<file path="src/rtl/panel_reader_pkg.sv">
// Shared constants and helpers for the panel snapshot reader.
// Slot extraction works on zero-extended buses so one function fits every size.
package panel_reader_pkg;

  localparam int DEF_NUM_DIGITS   = 16;
  localparam int DEF_DIGIT_W      = 4;
  localparam int DEF_NUM_LEDS     = 16;
  localparam int DEF_IDLE_TIMEOUT = 10_000_000;
  localparam int DEF_SYNC_STAGES  = 2;

  localparam int MAX_SEG_W   = 1024;
  localparam int MAX_LEDS    = 256;
  localparam int MAX_DIGIT_W = 32;

  typedef logic [MAX_SEG_W-1:0] seg_wide_t;
  typedef logic [MAX_LEDS-1:0]  led_wide_t;
  typedef logic [MAX_DIGIT_W:0] slot_t;

  function automatic int max_int(input int a, input int b);
    return (a > b) ? a : b;
  endfunction

  function automatic int idx_w(input int n);
    return max_int(1, $clog2(n));
  endfunction

  // {digit, led bit}; slot k reads digit/led from the MSB end
  function automatic slot_t slot_bits(
    input seg_wide_t sg,
    input led_wide_t ld,
    input int        k,
    input int        nd,
    input int        dw,
    input int        nl
  );
    logic [MAX_DIGIT_W-1:0] mask;
    logic [MAX_DIGIT_W-1:0] dig;
    logic                   b;
    mask = (MAX_DIGIT_W'(1) << dw) - MAX_DIGIT_W'(1);
    dig  = '0;
    b    = 1'b0;
    if (k < nd)
      dig = MAX_DIGIT_W'(sg >> ((nd - 1 - k) * dw)) & mask;
    if (k < nl)
      b = |((ld >> (nl - 1 - k)) & led_wide_t'(1));
    return {dig, b};
  endfunction

endpackage

</file>
<file path="src/rtl/step_edge_sync.sv">
// Synchronises the host step strobe and emits a one-cycle
// registered pulse on each rising edge.
module step_edge_sync #(
  parameter int STAGES = 2
) (
  input  logic clk,
  input  logic rst_n,
  input  logic din,
  output logic pulse
);

  logic [STAGES-1:0] sync_q;
  logic              prev_q;

  always_ff @(posedge clk or negedge rst_n) begin
    if (!rst_n) begin
      sync_q <= '0;
      prev_q <= 1'b0;
      pulse  <= 1'b0;
    end else begin
      sync_q <= {sync_q[STAGES-2:0], din};
      prev_q <= sync_q[STAGES-1];
      pulse  <= sync_q[STAGES-1] & ~prev_q;
    end
  end

endmodule

</file>
<file path="src/rtl/panel_snapshot_reader.sv">
// Serialises a captured seven-segment/LED snapshot one slot per
// host step, with wrap-around recapture and an idle timeout.
module panel_snapshot_reader
  import panel_reader_pkg::*;
#(
  parameter int NUM_DIGITS   = DEF_NUM_DIGITS,
  parameter int DIGIT_W      = DEF_DIGIT_W,
  parameter int NUM_LEDS     = DEF_NUM_LEDS,
  parameter int IDLE_TIMEOUT = DEF_IDLE_TIMEOUT,
  parameter int SYNC_STAGES  = DEF_SYNC_STAGES
) (
  input  logic                          clk_100mhz,
  input  logic                          rst_n,
  input  logic                          step,
  input  logic [NUM_DIGITS*DIGIT_W-1:0] seg,
  input  logic [NUM_LEDS-1:0]           led,
  output logic [DIGIT_W:0]              data,
  output logic [idx_w(max_int(NUM_DIGITS, NUM_LEDS))-1:0] s,
  output logic                          valid,
  output logic                          last,
  output logic                          busy
);

  localparam int NSLOTS = max_int(NUM_DIGITS, NUM_LEDS);
  localparam int IDX_W  = idx_w(NSLOTS);
  localparam int SEG_W  = NUM_DIGITS * DIGIT_W;
  localparam int CNT_W  = $clog2(IDLE_TIMEOUT + 1);

  localparam logic [CNT_W-1:0] CNT_MAX  = CNT_W'(IDLE_TIMEOUT);
  localparam logic [IDX_W-1:0] LAST_IDX = IDX_W'(NSLOTS - 1);

  logic                step_p;
  logic                capture;
  logic [SEG_W-1:0]    sh_seg;
  logic [NUM_LEDS-1:0] sh_led;
  logic [CNT_W-1:0]    cnt;
  logic [IDX_W-1:0]    s_next;
  logic [DIGIT_W:0]    cap_slot;
  logic [DIGIT_W:0]    adv_slot;

  step_edge_sync #(
    .STAGES (SYNC_STAGES)
  ) u_sync (
    .clk   (clk_100mhz),
    .rst_n (rst_n),
    .din   (step),
    .pulse (step_p)
  );

  assign capture = !busy || last;
  assign s_next  = s + IDX_W'(1);

  // Slot 0 of a capture comes straight from the live buses being latched
  assign cap_slot = (DIGIT_W+1)'(slot_bits(seg_wide_t'(seg),
    led_wide_t'(led), 0, NUM_DIGITS, DIGIT_W, NUM_LEDS));
  assign adv_slot = (DIGIT_W+1)'(slot_bits(seg_wide_t'(sh_seg),
    led_wide_t'(sh_led), int'(s_next), NUM_DIGITS, DIGIT_W, NUM_LEDS));

  always_ff @(posedge clk_100mhz or negedge rst_n) begin
    if (!rst_n) begin
      cnt    <= CNT_MAX;
      busy   <= 1'b0;
      valid  <= 1'b0;
      last   <= 1'b0;
      s      <= '0;
      data   <= '0;
      sh_seg <= '0;
      sh_led <= '0;
    end else if (step_p) begin
      // A step on the expiry cycle wins, so busy never drops here
      cnt   <= '0;
      busy  <= 1'b1;
      valid <= 1'b1;
      if (capture) begin
        sh_seg <= seg;
        sh_led <= led;
        s      <= '0;
        data   <= cap_slot;
        last   <= (NSLOTS == 1);
      end else begin
        s    <= s_next;
        data <= adv_slot;
        last <= (s_next == LAST_IDX);
      end
    end else if (cnt != CNT_MAX) begin
      cnt <= cnt + CNT_W'(1);
      if (cnt == CNT_MAX - CNT_W'(1)) begin
        busy  <= 1'b0;
        valid <= 1'b0;
        last  <= 1'b0;
      end
    end
  end

endmodule

</file>
<file path="config.mk">
export PLATFORM = sky130hd
export DESIGN_NAME = panel_snapshot_reader
export DESIGN_NICKNAME = d
export VERILOG_FILES = /design/src/rtl/panel_reader_pkg.sv /design/src/rtl/step_edge_sync.sv /design/src/rtl/panel_snapshot_reader.sv
export SDC_FILE = /design/constraint.sdc
export NUM_CORES = 1
export LEC_CHECK = 0
export BUFFER_PORTS_ARGS = -buffer_cell sky130_fd_sc_hd__buf_4
export CAP_MARGIN = 0
export CORE_ASPECT_RATIO = 0.7
export CORE_MARGIN = 4
export CORE_UTILIZATION = 44
export CTS_CLUSTER_SIZE = 10
export DETAILED_ROUTE_END_ITERATION = 6
export HOLD_SLACK_MARGIN = 0.03
export SLEW_MARGIN = 20
export SYNTH_ARGS = -nofsm -noshare
export SYNTH_HDL_FRONTEND = slang
export SYNTH_SLANG_ARGS = --single-unit
export TNS_END_PERCENT = 1
</file>
<file path="constraint.sdc">
create_clock -name clk_100mhz -period 3 [get_ports clk_100mhz]
set_input_delay 0.6 -clock clk_100mhz [delete_from_list [all_inputs] [get_ports clk_100mhz]]
set_output_delay 0.6 -clock clk_100mhz [all_outputs]
set_load 0.01 [all_outputs]
</file>
---- Yosys cells after proc, flatten, opt, wreduce, memory -nomap -nowiden ----
Cells that the tools add are included.
operators by class
  equality and inequality tests ........... 3
  reductions and logical operators ........ 6
  muxes and demuxes ....................... 9
  bitwise operators ....................... 2
  $add $sub $neg .......................... 3
  shifts and indexed selects .............. 2
operators by type and width
  operator                                         number
  >> shifter 64 x 32 -> 4 bit                      1
  two-way mux 24 bit                               2
  >> shifter 16 x 32 -> 1 bit                      1
  adder 24 x 1 -> 24 bit, second input constant    1
  == test 24 bit, second input constant            1
  != test 24 bit, second input constant            1
  two-way mux 1 bit                                5
  two-way mux 5 bit                                1
  subtractor 4 x 4 -> 5 bit, first input constant  1
  adder 4 x 1 -> 4 bit, second input constant      1
  == test 4 bit, second input constant             1
  two-way mux 4 bit                                1
  AND reduction 2 bit                              2
  nonzero test 2 bit                               2
  bitwise AND 1 bit                                1
  zero test 1 bit                                  1
  logical OR 1 bit                                 1
  inverter 1 bit                                   1
storage, ports and cells
  word-level logic and storage cells ...... 35
  flip-flop bits (word level) ............. 119
  input port bits ......................... 83

---- Depth between registers and ports, before layout ----
  depth after elaboration ................. 4
  depth in mapped cells ................... 10
  mapped depth without buffers ............ 6

---- Cells and area by module ----
From an unflattened synthesis, not the netlist that was laid out.
second synthesis, totals
  cell total of the unflattened synthesis .. 613
  area total of the unflattened synthesis .. 5585.4 µm²
by module, submodules not included
  module                 times used  cells an instance  area an instance (µm²)
  panel_snapshot_reader  1           608                5471.5
  step_edge_sync         1           5                  113.9

---- Least setup slack after synthesis ----
No wires, ideal clock.
  kind .................................... flip-flop to flip-flop
  from .................................... reg s[0]
  to ...................................... reg data[2]
  setup time .............................. 0.129 ns
  cell stages (with the launch flop) ...... 11
  slack ................................... 0.184 ns
  data required time ...................... 2.871 ns
  arrival time ............................ 2.687 ns
  cell sequence ........................... dfrtp_1 > buf_2 > buf_2 > inv_1 > ha_1 > clkbuf_1 > clkbuf_1 > mux4_2 > mux2_2 > a31oi_1 > o31ai_1
on the way
  cells in the longest elaborated chain, start to end .. 4
ends and longest elaborated chain
  item                         line                         text
  start, declared              panel_snapshot_reader.sv:18  output logic [idx_w(max_int(NUM_DIGITS, NUM_LEDS))-1:0] s,
  start signal, assigned       panel_snapshot_reader.sv:81  s <= s_next;
  adder 4 x 1 -> 4 bit         panel_snapshot_reader.sv:51  assign s_next = s + IDX_W'(1);
  subtractor 4 x 4 -> 5 bit    panel_reader_pkg.sv:43       dig = MAX_DIGIT_W'(sg >> ((nd - 1 - k) * dw)) & mask;
  >> shifter 64 x 32 -> 4 bit  panel_reader_pkg.sv:43
  two-way mux 5 bit            panel_snapshot_reader.sv:74  if (capture) begin
  end signal, assigned         panel_snapshot_reader.sv:78  data <= cap_slot;
  end signal, assigned         panel_snapshot_reader.sv:82  data <= adv_slot;
  end, declared                panel_snapshot_reader.sv:17  output logic [DIGIT_W:0] data,
No other way between the ends.
A chain may end at the register's enable or synchronous reset.

---- Worst setup path after layout ----
  from .................................... reg s[0]
  to ...................................... reg data[4]
Same word-level chain as after synthesis.

==> out/results.tsv <==
stage	metric	value	unit
logic_synthesis	synth_fa_ha_area_share	0.890	%
grt	overflow	0	
detailed_routing	first_iter_violations	252	
floorplan	ios	95	
floorplan	die_area	14700	sq um
sta	tns	0	ns
worst_setup_path	worstPathMaxFanout	17	
floorplan	start_util	45.1	%
clock_network	post_cts_buffers	0	
logic_synthesis	synth_mux_area_share	8.30	%
logic_synthesis	synth_compound_area_share	6.12	%
final_layout	final_nets	781	
floorplan	rows	34	
logic_synthesis	synth_most_common_cell	nand2_1	
logic_synthesis	syn_inst	607	
clock_network	post_cts_resized	0	
detailed_routing	via_count	4520	
final_layout	area_growth	26.7	%
logic_synthesis	syn_nets	694	
logic_synthesis	ys_ff_latch	119	
worst_setup_path	r2r_end	data[4]	
logic_synthesis	async_flop_share	100	%
worst_setup_path	cp-start-kind	flip-flop	
logic_synthesis	avgSynthCellArea	9.27	sq um
final_layout	drive_gt1_share	24.6	%
logic_synthesis	synthSimpleGateAreaFrac	25.8	%
placed_design	hpwl	9.94	mm
logic_synthesis	synth_warnings	0	
grt	grt_pass1_wl	23.0	mm
grt	grtUsageTotal	20.4	%
worst_setup_path	crit_required	3.28	ns
power_and_ir_drop	powerDensity	940	nW/um^2
logic_synthesis	ys.flop_type	dfrtp_1	
placed_design	place_congestion	0.814	
grt	grt_pass1_vias	4557	
sta	finalHoldViolCount	0	
detailed_routing	via_per_inst	5.20	
clock_network	cts_num_sinks	119	
worst_setup_path	crit_path_end_kind	flip-flop	
logic_synthesis	synthDistinctLibCells	46	
clock_network	cts_buffers	17	
logic_synthesis	synth_commonest_cells	256 x nand2_1, 111 x dfrtp_1, 24 x clkbuf_1	
placed_design	place_inst	837	
hold_path	hold_path.class	input pin to async pin	
worst_setup_path	worstRegToRegCells	6	
logic_synthesis	synth_edf_count	0	
detailed_routing	wire_per_inst	16.2	um
logic_synthesis	synth_top_area_share	49.4	%
sta	clock_skew	0.0123	ns
clock_network	clk_latency	0.41	ns
clock_network	clkTransAtPathRegs	0.06	ns
power_and_ir_drop	vdd.ir_drop.worst	0.522	mV
detailed_routing	drc_errors	0	
floorplan	die_x	143	um
floorplan	fp.coreArea	12500	sq um
worst_setup_path	critical_path.cell_chain	inv_1 -> ha_1 -> mux4_2 -> mux2_2 -> a31oi_1 -> o31ai_1	
run	cap_violations	0	
sta	fmax	0.388	GHz
logic_synthesis	yosys.area.top_type	dfrtp_1	
clock_network	clockRootBuffer	clkbuf_16	
placed_design	io_buffers	94	
sta	max_slew_margin	51.9	%
grt	antenna_found_initial	0	
sta	finalCritPeriodShare	86.0	%
logic_synthesis	ys_seq_area_share	53.1	%
sta	tightest_slew	0.721	ns
logic_synthesis	synth_xor_area_share	2.34	%
worst_setup_path	reg2reg_from	s[0]	
run_status	status	finished, final reports clean	
floorplan	die_y	103	um
sta	fin_crit	2.58	ns
worst_setup_path	ff2ff_setup_slack	0.42	ns
detailed_routing	drt-pass1-iter-count	5	
final_layout	num_antenna_cells	0	
sta	maxSlewViolCount	0	
logic_synthesis	synth_top_family_by_area	simple AND/OR/NAND/NOR gates	
clock_network	cts_tree	done	
grt	grt_start_max_net_pins	46	
worst_setup_path	worstPathArrival	2.86	ns
detailed_routing	ant_nets	0	
final_layout	fin_util	57.2	%
worst_setup_path	max_stage_delay	0.78	ns
worst_setup_path	cpMaxStageDelayCell	ha_1	
clock_network	holdBufCountCts	0	
worst_setup_path	path_class	flip-flop to flip-flop	
logic_synthesis	syn_area	5630	sq um
power_and_ir_drop	p_leak	3.40	nW
sta	setup_viol	0	
power_and_ir_drop	power	6.70	mW
sta	whs	0.122	ns
clock_network	cts.path.max_buffers	2	
final_layout	instances_no_fill	869	
logic_synthesis	yosys-top-cells-area	dfrtp_1 49%, nand2_1 17%, mux4_2 4.8%, dfstp_2 3.7%, mux2_2 2.0%	
clock_network	ctsHtreeMaxLevel	4	
sta	rsz0062_at_grt	false	
detailed_routing	routed_wl	14.1	mm
## cell type report
cell class | count | area (sq um)
clock buffer | 17 | 425
clock inverter | 15 | 193
fill | 1132 | 5340
inverter | 13 | 48.8
multi-input combinational | 439 | 2450
sequential | 119 | 2990
tap | 162 | 203
timing repair buffer | 104 | 818
## through the flow
stage	setup WS, ns	area, sq um
6_report	0.421	7130
5_1_grt	0.175	7130
4_1_cts	0.379	7130
3_5_place_dp	0.401	6510
3_3_place_gp	0.619	6510
2_1_floorplan	0.184	5630
## registers in the layout (all words and copies together), names as in the netlist
| name | count |
|---|---|
| sh_seg | 64 |
| cnt | 24 |
| sh_led | 16 |
| data | 5 |
| s | 4 |
| u_sync.sync_q | 2 |
| busy | 1 |
| last | 1 |
| u_sync.prev_q | 1 |
| u_sync.pulse | 1 |
## report_power, final
| group | switching (mW) | internal, mW |
|---|---|---|
| sequential | 0.456 | 2.23 |
| combinational | 0.911 | 0.976 |
| clock | 0.798 | 1.33 |
## how the worst max path moves through the flow
| stage | cells past startpoint | to | from |
|---|---|---|---|
| CTS | 6 | data[4] | s[0] |
| global route | 6 | data[4] | s[0] |
| detailed placement | 6 | data[4] | s[0] |
| finish | 6 | data[4] | s[0] |
| floorplan | 10 | data[2] | s[0] |
| global placement | 6 | data[0] | s[0] |
## worst max-delay path: cells and delay by family, from the launching register on
| family | cells | cell delay (ns) |
|---|---|---|
| adders and majority gates | 1 | 0.78 |
| muxes | 2 | 0.70 |
| AOI/OAI and AO/OA | 2 | 0.27 |
| buffers and inverters | 1 | 0.15 |
| DFF | 1 | 0.54 |
## cells by family after synthesis
logic type	after synthesis
fa+ha+maj	4
buf+inv	49
xor+xnor	15
compound gates	54
simple gates	336
flops	119
mux	30
## per-layer routing
layer,global-route usage [%],wire (um),vias up
li1,-,-,2202
met1,30.2,6960,2186
met2,29.1,6140,114
met3,4.31,753,18
met4,8.69,221,0
met5,0,0,-
## cells in the final DEF, fill, tap and decap left out, types with 11 or more instances in the layout
cell       count
nand2_1      255
o31ai_1       11
a21oi_1       12
mux4_2        12
buf_4        101
nor2_1        14
clkbuf_16     17
dfrtp_1      111
nand3_1       14
inv_1         13
Power figures use the tool's default switching activity.
